### src/rtl/trigger_pkg.sv
// Shared state encoding, register map and status packing for the trigger pulse bank.
package trigger_pkg;

    typedef enum logic [1:0] {
        IDLE = 2'd0,
        ON   = 2'd1,
        OFF  = 2'd2,
        HOLD = 2'd3
    } trig_state_e;

    localparam logic [3:0] OFS_WIDTH   = 4'h0;
    localparam logic [3:0] OFS_GAP     = 4'h4;
    localparam logic [3:0] OFS_REPEAT  = 4'h8;
    localparam logic [3:0] OFS_CMD     = 4'hC;
    localparam logic [7:0] ADDR_GLOBAL = 8'h80;

    localparam int CMD_START_BIT = 0;
    localparam int CMD_ABORT_BIT = 1;

    // Status word: [31:8] remaining pulses, [2] sticky error, [1:0] state.
    function automatic logic [31:0] pack_status(input trig_state_e st,
                                                input logic        err,
                                                input logic [23:0] rem);
        return {rem, 5'b00000, err, st};
    endfunction

endpackage

### src/rtl/trigger_channel.sv
// One trigger channel: start shadows, on/off/repeat counters, FSM and trig flop.
// Optional post-train lockout state when TRIG_HOLDOFF_EN is defined.
module trigger_channel
    import trigger_pkg::*;
#(
    parameter int CW      = 24,
    parameter int HOLDOFF = 1000
) (
    input  logic          clk_i,
    input  logic          rst_i,
    input  logic          start_i,
    input  logic          abort_i,
    input  logic [CW-1:0] width_i,
    input  logic [CW-1:0] gap_i,
    input  logic [CW-1:0] repeat_i,
    output logic          trig_o,
    output trig_state_e   state_o,
    output logic          err_o,
    output logic [CW-1:0] remaining_o
);

    localparam logic [CW-1:0] ONE = CW'(1);

`ifdef TRIG_HOLDOFF_EN
    localparam int              HW        = (HOLDOFF < 2) ? 1 : $clog2(HOLDOFF + 1);
    localparam logic [HW-1:0]   HOLD_LOAD = HW'(HOLDOFF);
    localparam logic [HW-1:0]   HONE      = HW'(1);
    localparam trig_state_e     TAIL      = (HOLDOFF > 0) ? HOLD : IDLE;
    logic [HW-1:0] hcnt_q, hcnt_d;
`else
    localparam trig_state_e     TAIL      = IDLE;
    localparam int              unused_holdoff = HOLDOFF;
`endif

    trig_state_e   state_q, state_d;
    logic [CW-1:0] cnt_q, cnt_d;
    logic [CW-1:0] rem_q, rem_d;
    logic [CW-1:0] wsh_q, wsh_d;
    logic [CW-1:0] gsh_q, gsh_d;
    logic          err_q, err_d;
    logic          trig_q;
    logic          start_ok;
    logic          start_bad;

    always_comb begin
        state_d   = state_q;
        cnt_d     = cnt_q;
        rem_d     = rem_q;
        wsh_d     = wsh_q;
        gsh_d     = gsh_q;
        err_d     = err_q;
        start_ok  = start_i && !abort_i && (state_q == IDLE) && (width_i != '0);
        start_bad = start_i && !abort_i && !start_ok;

        if (abort_i) begin
            state_d = TAIL;
            cnt_d   = '0;
            rem_d   = '0;
        end else if (start_ok) begin
            state_d = ON;
            cnt_d   = width_i;
            wsh_d   = width_i;
            gsh_d   = (gap_i == '0) ? ONE : gap_i;
            rem_d   = (repeat_i == '0) ? ONE : repeat_i;
            err_d   = 1'b0;
        end else begin
            if (start_bad) begin
                err_d = 1'b1;
            end
            case (state_q)
                ON: begin
                    if (cnt_q > ONE) begin
                        cnt_d = cnt_q - ONE;
                    end else if (rem_q > ONE) begin
                        state_d = OFF;
                        cnt_d   = gsh_q;
                    end else begin
                        state_d = TAIL;
                        cnt_d   = '0;
                        rem_d   = '0;
                    end
                end
                OFF: begin
                    if (cnt_q > ONE) begin
                        cnt_d = cnt_q - ONE;
                    end else begin
                        state_d = ON;
                        cnt_d   = wsh_q;
                        rem_d   = rem_q - ONE;
                    end
                end
`ifdef TRIG_HOLDOFF_EN
                HOLD: begin
                    if (hcnt_q <= HONE) begin
                        state_d = IDLE;
                    end
                end
`endif
                default: ;
            endcase
        end
    end

`ifdef TRIG_HOLDOFF_EN
    // Lockout counter reloads on every entry into HOLD, including a re-abort while held.
    always_comb begin
        hcnt_d = hcnt_q;
        if (state_d == HOLD && (abort_i || state_q != HOLD)) begin
            hcnt_d = HOLD_LOAD;
        end else if (state_q == HOLD && hcnt_q > HONE) begin
            hcnt_d = hcnt_q - HONE;
        end
    end

    always_ff @(posedge clk_i or posedge rst_i) begin
        if (rst_i) begin
            hcnt_q <= '0;
        end else begin
            hcnt_q <= hcnt_d;
        end
    end
`endif

    always_ff @(posedge clk_i or posedge rst_i) begin
        if (rst_i) begin
            state_q <= IDLE;
            cnt_q   <= '0;
            rem_q   <= '0;
            wsh_q   <= '0;
            gsh_q   <= '0;
            err_q   <= 1'b0;
            trig_q  <= 1'b0;
        end else begin
            state_q <= state_d;
            cnt_q   <= cnt_d;
            rem_q   <= rem_d;
            wsh_q   <= wsh_d;
            gsh_q   <= gsh_d;
            err_q   <= err_d;
            trig_q  <= (state_d == ON);
        end
    end

    assign trig_o      = trig_q;
    assign state_o     = state_q;
    assign err_o       = err_q;
    assign remaining_o = rem_q;

endmodule

### src/rtl/trigger_pulse_bank.sv
// APB3 multi-channel trigger pulse generator: decode, per-channel registers, read mux.
// Optional post-train lockout selected by the TRIG_HOLDOFF_EN macro.
module trigger_pulse_bank
    import trigger_pkg::*;
#(
    parameter int NCH     = 4,
    parameter int CW      = 24,
    parameter int HOLDOFF = 1000
) (
    input  logic           PCLK,
    input  logic           PRESET,
    input  logic           PSEL,
    input  logic           PENABLE,
    input  logic           PWRITE,
    input  logic [31:0]    PADDR,
    input  logic [31:0]    PWDATA,
    output logic [31:0]    PRDATA,
    output logic           PREADY,
    output logic           PSLVERR,
    output logic [NCH-1:0] trig
);

    logic          access;
    logic          wr;
    logic [3:0]    ch_idx;
    logic [3:0]    ofs;
    logic          ofs_ok;
    logic          ch_hit;
    logic          glb_hit;
    logic          glb_wr;
    logic          unused_bits;

    logic [CW-1:0] width_rd [NCH];
    logic [CW-1:0] gap_rd   [NCH];
    logic [CW-1:0] rep_rd   [NCH];
    logic [CW-1:0] rem_rd   [NCH];
    trig_state_e   st_rd    [NCH];
    logic [NCH-1:0] err_rd;
    logic [NCH-1:0] busy;

    assign access  = PSEL && PENABLE;
    assign wr      = access && PWRITE;
    assign ch_idx  = PADDR[7:4];
    assign ofs     = PADDR[3:0];
    assign ofs_ok  = (ofs == OFS_WIDTH) || (ofs == OFS_GAP) ||
                     (ofs == OFS_REPEAT) || (ofs == OFS_CMD);
    assign ch_hit  = (32'(ch_idx) < 32'(NCH)) && ofs_ok;
    assign glb_hit = (PADDR[7:0] == ADDR_GLOBAL);
    assign glb_wr  = wr && glb_hit;

    assign PREADY  = 1'b1;
    assign PSLVERR = access && !(ch_hit || glb_hit);

    assign unused_bits = ^{PADDR[31:8], PWDATA};

    for (genvar c = 0; c < NCH; c++) begin : g_ch
        localparam logic [3:0] CI = 4'(c);

        logic [CW-1:0] width_q;
        logic [CW-1:0] gap_q;
        logic [CW-1:0] rep_q;
        logic          sel;
        logic          start;
        logic          abort;

        assign sel = wr && ch_hit && (ch_idx == CI);

        always_ff @(posedge PCLK or posedge PRESET) begin
            if (PRESET) begin
                width_q <= '0;
                gap_q   <= '0;
                rep_q   <= '0;
            end else if (sel) begin
                case (ofs)
                    OFS_WIDTH:  width_q <= PWDATA[CW-1:0];
                    OFS_GAP:    gap_q   <= PWDATA[CW-1:0];
                    OFS_REPEAT: rep_q   <= PWDATA[CW-1:0];
                    default: ;
                endcase
            end
        end

        // A global mask bit is indistinguishable from a per-channel START.
        assign start = (sel && (ofs == OFS_CMD) && PWDATA[CMD_START_BIT]) || (glb_wr && PWDATA[c]);
        assign abort = sel && (ofs == OFS_CMD) && PWDATA[CMD_ABORT_BIT];

        trigger_channel #(
            .CW      (CW),
            .HOLDOFF (HOLDOFF)
        ) u_ch (
            .clk_i       (PCLK),
            .rst_i       (PRESET),
            .start_i     (start),
            .abort_i     (abort),
            .width_i     (width_q),
            .gap_i       (gap_q),
            .repeat_i    (rep_q),
            .trig_o      (trig[c]),
            .state_o     (st_rd[c]),
            .err_o       (err_rd[c]),
            .remaining_o (rem_rd[c])
        );

        assign width_rd[c] = width_q;
        assign gap_rd[c]   = gap_q;
        assign rep_rd[c]   = rep_q;
        assign busy[c]     = (st_rd[c] != IDLE);
    end

    always_comb begin
        PRDATA = '0;
        if (glb_hit) begin
            PRDATA[NCH-1:0] = busy;
        end else if (ch_hit) begin
            for (int c = 0; c < NCH; c++) begin
                if (ch_idx == 4'(c)) begin
                    case (ofs)
                        OFS_WIDTH:  PRDATA = 32'(width_rd[c]);
                        OFS_GAP:    PRDATA = 32'(gap_rd[c]);
                        OFS_REPEAT: PRDATA = 32'(rep_rd[c]);
                        OFS_CMD:    PRDATA = pack_status(st_rd[c], err_rd[c], 24'(rem_rd[c]));
                        default:    PRDATA = '0;
                    endcase
                end
            end
        end
    end

endmodule

### config.mk
export PLATFORM = sky130hd
export DESIGN_NAME = trigger_pulse_bank
export DESIGN_NICKNAME = d
export VERILOG_FILES = /design/src/rtl/trigger_pkg.sv /design/src/rtl/trigger_channel.sv /design/src/rtl/trigger_pulse_bank.sv
export SDC_FILE = /design/constraint.sdc
export NUM_CORES = 2
export LEC_CHECK = 0
export ABC_AREA = 1
export BUFFER_PORTS_ARGS = -buffer_cell sky130_fd_sc_hd__buf_2
export CORE_MARGIN = 5
export CORE_UTILIZATION = 52
export CTS_BUF_LIST = sky130_fd_sc_hd__clkbuf_4 sky130_fd_sc_hd__clkbuf_8
export CTS_CLUSTER_DIAMETER = 30
export DETAILED_ROUTE_END_ITERATION = 12
export GPL_TIMING_DRIVEN = 0
export PLACE_DENSITY = 0.68
export SYNTH_ARGS = -nofsm -noshare
export SYNTH_HDL_FRONTEND = slang
export SYNTH_HIERARCHICAL = 1
export SYNTH_SLANG_ARGS = --single-unit
### constraint.sdc
create_clock -name PCLK -period 23.5 [get_ports PCLK]
set_clock_uncertainty 0.15 [all_clocks]
set_input_delay 1.175 -clock PCLK [delete_from_list [all_inputs] [get_ports PCLK]]
set_output_delay 1.175 -clock PCLK [all_outputs]
set_load 0.005 [all_outputs]
# Word-level counts from Yosys, hierarchy flattened

Cells that the tools add are included.

Register bits after elaboration: 688
Output and inout port bits: 38
Input bits: 69
Word-level logic and storage cells: 304

Add/sub/neg operators: 8
Mux-type cells: 99
Reduce and logical (&&, ||, !) cells: 113
$lt $le $gt $ge: 9
Eq/ne operators: 31
Bitwise gates (word level): 4

Operators with widths:

| operator              | number |
|---|---|
| $mux 24               | 48 |
| $pmux 32 s4           | 4 |
| $pmux 24 s2           | 8 |
| $gt 24x1->1 const B   | 8 |
| $logic_not 24->1      | 8 |
| $sub 24x1->24 const B | 8 |
| $mux 32               | 5 |
| $reduce_bool 24->1    | 4 |
| $ne 4x2->1 const B    | 12 |
| $logic_and 1x1->1     | 42 |
| $mux 2                | 20 |
| $reduce_and 2->1      | 20 |
| $mux 28               | 1 |
| $eq 2x1->1 const B    | 8 |
| $pmux 2 s2            | 4 |
| $reduce_and 4->1      | 4 |
| $reduce_bool 2->1     | 8 |
| $reduce_bool 4->1     | 4 |
| $logic_not 1->1       | 9 |
| $eq 2x2->1 const B    | 4 |
| $eq 4x2->1 const B    | 2 |
| $eq 4x4->1 const B    | 2 |
| $eq 8x8->1 const B    | 1 |
| $logic_not 2->1       | 4 |
| other kinds (8)       | 26 |

# Depth between registers and ports, before layout

Depth in word-level cells: 17
Depth in mapped cells: 17
Depth with buffers taken out: 15

# By module

The synthesis kept the hierarchy.

By module, submodules not included:

| module                             | area an instance (um^2) | seq. area each (um^2) | instances | cells an instance |
|---|---|---|---|---|
| trigger_channel (g_ch[1].u_ch ...) | 6912.9                  | 2502.4                | 3         | 1096 |
| trigger_pulse_bank                 | 14330.0                 | 7206.9                | 1         | 1918 |
| trigger_channel (g_ch[0].u_ch)     | 6925.4                  | 2502.4                | 1         | 1094 |

# Worst setup path after synthesis

OpenSTA, ideal clock, no wires.

Path type: input to register
Start point: in PADDR[5]
End point: reg g_ch[2].u_ch.rem_q[8]
Stages: 14
Setup slack: 19.855 ns
Data required time: 23.229 ns
Setup time: 0.121 ns
Path buffers: 4
Data arrival time: 3.374 ns
Cell sequence: buf_4 -> inv_1 -> nor2_1 -> buf_2 -> buf_2 -> nand3_1 -> nor2_1 -> inv_2 -> and3_4 -> a21oi_2 -> nand2_4 -> nand2_8 -> buf_12 -> o21ai_2

Word-level cells in the longest chain between the ends: 12
Elaborated cells between the ends (all ways): 23
Those cells by class: order compare (1); eq/ne (5); mux (2); reduce/logical (15)

Ends and longest elaborated chain:

| element                                               | RTL line                 | source |
|---|---|---|
| start: declaration                                    | trigger_pulse_bank.sv:15 | `input logic [31:0] PADDR,` |
| $lt 4x3->1                                            | trigger_pulse_bank.sv:47 | `assign ch_hit = (32'(ch_idx) < 32'(NCH)) && ofs_ok;` |
| $logic_and 1x1->1                                     | trigger_pulse_bank.sv:47 |  |
| $logic_and 1x1->1                                     | trigger_pulse_bank.sv:66 | `assign sel = wr && ch_hit && (ch_idx == CI);` |
| $logic_and 1x1->1 *                                   | trigger_pulse_bank.sv:66 |  |
| $logic_and 1x1->1 * (2 in series)                     | trigger_pulse_bank.sv:85 | `assign abort = sel && (ofs == OFS_CMD) && PWDATA[CMD_ABORT_BIT];` |
| named net g_ch[2].abort                               | trigger_pulse_bank.sv:64 | `logic abort;` |
| $logic_not 1->1                                       | trigger_channel.sv:52    | `start_ok = start_i && !abort_i && (state_q == IDLE) && (width_i != '0);` |
| $logic_and 1x1->1 (3 in series)                       | trigger_channel.sv:52    |  |
| $ne 4x2->1 (no line) (tied with other cells)          | n/a                      |  |
| $reduce_and 4->1 (no line) or $mux 24 (tied branches) | n/a                      |  |
| end signal: assignment                                | trigger_channel.sv:136   | `rem_q <= rem_d;` |
| end: declaration                                      | trigger_channel.sv:37    | `logic [CW-1:0] rem_q, rem_d;` |

Mark *: on every way through the listed nets, which the timed path passes. The rest lies on a longest branch.
A chain may end at the register's enable or synchronous reset.

# Final worst setup path

Start point: in PADDR[1]
End point: out PRDATA[10]

Word-level cells in the longest chain between the ends: 8
Elaborated cells between the ends (all ways): 19
Those cells by class: eq/ne (4); mux (10); reduce/logical (5)

Ends and longest elaborated chain:

| element                            | RTL line                                            | source |
|---|---|---|
| $eq 4x4->1 (tied with other cells) | trigger_pulse_bank.sv:46, trigger_pulse_bank.sv:117 |  |
| $pmux 32 s4                        | trigger_pulse_bank.sv:117                           | `case (ofs)` |
| $mux 32 (4 in series)              | trigger_pulse_bank.sv:116                           | `if (ch_idx == 4'(c)) begin` |
| $mux 32                            | trigger_pulse_bank.sv:114                           | `end else if (ch_hit) begin` |
| $mux 28 *                          | trigger_pulse_bank.sv:112                           | `if (glb_hit) begin` |
| end: declaration                   | trigger_pulse_bank.sv:17                            | `output logic [31:0] PRDATA,` |

Every way passes the cells marked *; elsewhere a longest branch is shown, timed or not.

==> summary.txt <==
Timing
  • Final Hold Fails: 0
  • Worst slew margin: 9.14%
  • Setup_tns: 0 ns
  • RSZ-0062 raised after global routing: false
  • Worst-Margin Slew: 1.36 ns
  • Min Tclk post-route: 5.31 ns
  • Fmax: 188 MHz
  • # setup viols final: 0
  • Crit share post-route: 22.6%
  • Slew Viols, Final: 0

Finish
  • Final Util: 59.9%
  • Post-Layout Cell Count: 7758
  • Most common cell after layout, fill and taps aside: nand2_1
  • Area Growth Syn to Fin: 14.5%
  • Layout net count: 6654
  • Most frequent cells in the layout: nand2_1 (2442), nor2_1 (768), dfrtp_1 (688), nand3_1 (520), inv_1 (515)
  • Share of layout cells above drive strength 1: 11.5%

GRT
  • Largest net degree at the start of global routing: 130
  • Grt ovf: 0
  • Initial antenna violation count: 9
  • Number of global-route vias before repair: 41300
  • First-pass GRT wire length: 254 mm
  • All-Layer GR Usage: 38.4%

Clock network
  • Clock sink count: 688
  • Clk_lat worst skew: 0.87 ns
  • Post-CTS Setup Repair Bufs: 0
  • CTS tree: built
  • Hold buffers post-CTS: 0
  • Clock Pin Slew Worst Setup and Hold Paths: 0.05 ns
  • Cts bufs inserted: 173
  • CTS root buf: clkbuf_8
  • Clock Tree Buf Depth: 3
  • H-tree depth: 4
  • CTS resizes: 0

Yosys
  • Synthesized area per cell: 6.67 um^2
  • Gate Count Post-Synth: 6300
  • Largest family of logic cells by synthesized area: simple AND/OR/NAND/NOR gates
  • Synth Area in Simple Gates: 39.8%
  • Syn_nets: 6401
  • Post-synthesis xor/xnor area fraction: 0.375%
  • Adder-Cell Fraction of Synth Area: 0.953%
  • Syn Std Cell Area: 42000 um^2
  • Cell taking the most area after synthesis: dfrtp_1
  • Synth Area in Compound Gates: 8.85%
  • Register area share after synthesis: 41.0%
  • Mux contribution to synthesized area: 0%
  • Seq cells post-synth: 688
  • Distinct cells, synth: 46
  • Area share of the leading cell type in the synthesized netlist: 41.0%
  • Synth warnings: 6
  • Largest cells by area after synthesis: dfrtp_1 (41%), nand2_1 (22%), nor2_1 (6.9%)

Critical path
  • CP Launch Type: input pin
  • WP data required: 22.18 ns
  • Worst reg2reg path depth: 11
  • Crit path max-delay family: simple AND/OR/NAND/NOR gates
  • R2R Path Start: g_ch[0].u_ch/state_o[0]$_DFF_PP0_
  • Worst-path cell with the longest stage delay: clkbuf_1
  • Critical path class: input pin to output pin
  • CP endpoint kind: output pin
  • Worst stage delay on the critical path: 0.71 ns
  • Worst Setup SP: PADDR[1]
  • Worst Path Arrival: 3.99 ns
  • CP max FO: 10
  • Critical Path Most Common Cell: buf_2
  • CP cell instances: buf_2 > nor2_4 > buf_2 > clkbuf_1 > nand3_1 > nand2_1 > inv_1 > nand3b_1 > nand3_1 > nor2_1 > buf_2
  • CP bufs+invs: 5
  • Worst R2R Setup Slack: 20.81 ns
  • Worst R2R End: g_ch[0].u_ch/cnt_q[14]$_DFFE_PP0N_

Worst hold path
  • Hold EP: g_ch[2].u_ch/wsh_q[5]$_DFFE_PP0P_
  • Hold Crit Start: g_ch[2].u_ch/wsh_q[5]$_DFFE_PP0P_
  • WHS Path Cells: 2
  • Min-Delay Path Class: flop to flop

Flow run
  • Max_cap viols: 0

Route
  • Final ANT Viol Nets: 0
  • DR WL/cell: 21.8 um
  • Iteration-0 DRC Markers: 5349
  • Vias/cell: 5.70
  • Initial DRT Pass Iterations: 6
  • Vias: 44300
  • Residual DRC: 0
  • WL final: 169 mm

Placement
  • PortBufs: 72
  • Final GP Congestion: 1.06
  • DPL Wire Length: 127 mm
  • Dpl cells: 7438

Power
  • Leakage: 24.4 nW
  • Worst VDD drop: 0.0000702 V
  • Cell Pwr Density: 71.8 nW/um^2
  • Power Total: 3.45 mW

Floorplanning
  • Row Count: 104
  • Initial core utilization: 52.3%
  • CORE AREA: 80300 um^2
  • Chip height: 294 um
  • # IOs: 107
  • Die width: 294 um
  • Die ar.: 86500 um^2

Outcome
  • Status: complete, no violations
layout make-up:
class                           count  area [um^2]
Tap cell                         1060         1330
Multi-Input combinational cell   4761        21000
Clock inverter                     96         1260
Clock buffer                      222         2960
Fill cell                        7774        32200
Timing Repair Buffer               78          518
Inverter                          544         2060
Sequential cell                   688        17200
Antenna cell                        2         5.00
Buffer                            307         1760
layer usage:
metal	global-route usage, %	vias up	part of all wire, %
met4	15.4	4	4.6
met2	55.6	2583	42
met5	0.554	-	0.045
met3	11.4	459	12
met1	54.3	20800	41
li1	-	20400	-
state kept, by name, summed over array words and instances, names as in the netlist:
| register | cells |
|---|---|
| g_ch.u_ch/err_o | 4 |
| g_ch.u_ch/remaining_o | 96 |
| g_ch.u_ch/cnt_q | 96 |
| g_ch.gap_q | 96 |
| g_ch.u_ch/state_o | 8 |
| g_ch.width_q | 96 |
| g_ch.u_ch/gsh_q | 96 |
| g_ch.u_ch/wsh_q | 96 |
| g_ch.u_ch/trig_o | 4 |
| g_ch.rep_q | 96 |
power breakdown:
group | switching [mW] | total, mW | internal (mW)
logic | 0.288 | 0.403 | 0.115
registers | 0.0537 | 1.27 | 1.22
clock network | 0.663 | 1.78 | 1.11
worst max-delay path by stage:
stage / to / slack [ns] / depth (start not counted)
finish: PRDATA[10] / 18.19 / 11
global route: PRDATA[22] / 18.20 / 11
CTS: PRDATA[18] / 18.48 / 11
detailed placement: g_ch[2].u_ch/remaining_o[17]$_DFFE_PP0P_ / 17.88 / 13
global placement: g_ch[0].width_q[20]$_DFFE_PP0P_ / 10.92 / 2
floorplan: g_ch[0].gap_q[0]$_DFFE_PP0P_ / 14.23 / 1
cells in the mapped netlist (all sizes together):
library cell and number:
o21bai 15, nand3 538, xnor2 4, ha 32, and3 4, conb 1
inv 537, nor4 3, xor2 14, buf 190, o211ai 1, dfrtp 688
o22ai 5, or2 16, clkinv 7, nand4 140, a22oi 1, nor3 13
o21ai 538, nor2 815, o21a 13, a31oi 7, nand2 2481, clkbuf 117
a21oi 111, nand3b 9
stage by stage:
stage / hold WS, ns / worst slack [ns] / instance area [um^2]
final: 0.330 / 18.19 / 48100
after global routing: 0.329 / 18.20 / 48100
after CTS: 0.299 / 18.48 / 48100
after detailed placement: 0.317 / 17.88 / 43900
after global placement: 0.312 / 10.92 / 43700
after floorplan: 0.299 / 14.23 / 42000
cell families after synthesis:
logic type,count (synthesis)
buf+inv,851
compound gates,691
fa+ha+maj,32
other cells,1
simple gates,4019
xor+xnor,18
flops,688
worst register-to-register path, stage by stage, from the launching register on:
cell and delay [ns]:
dfrtp_1 0.61, inv_1 0.12, ha_1 0.24, buf_2 0.19
clkinv_1 0.18, clkbuf_1 0.55, nand3_1 0.24, nand2_1 0.11
nand2_1 0.05, nand2_1 0.05, nand2_1 0.07, nand2_1 0.06
(Power assumes the default switching activity.)
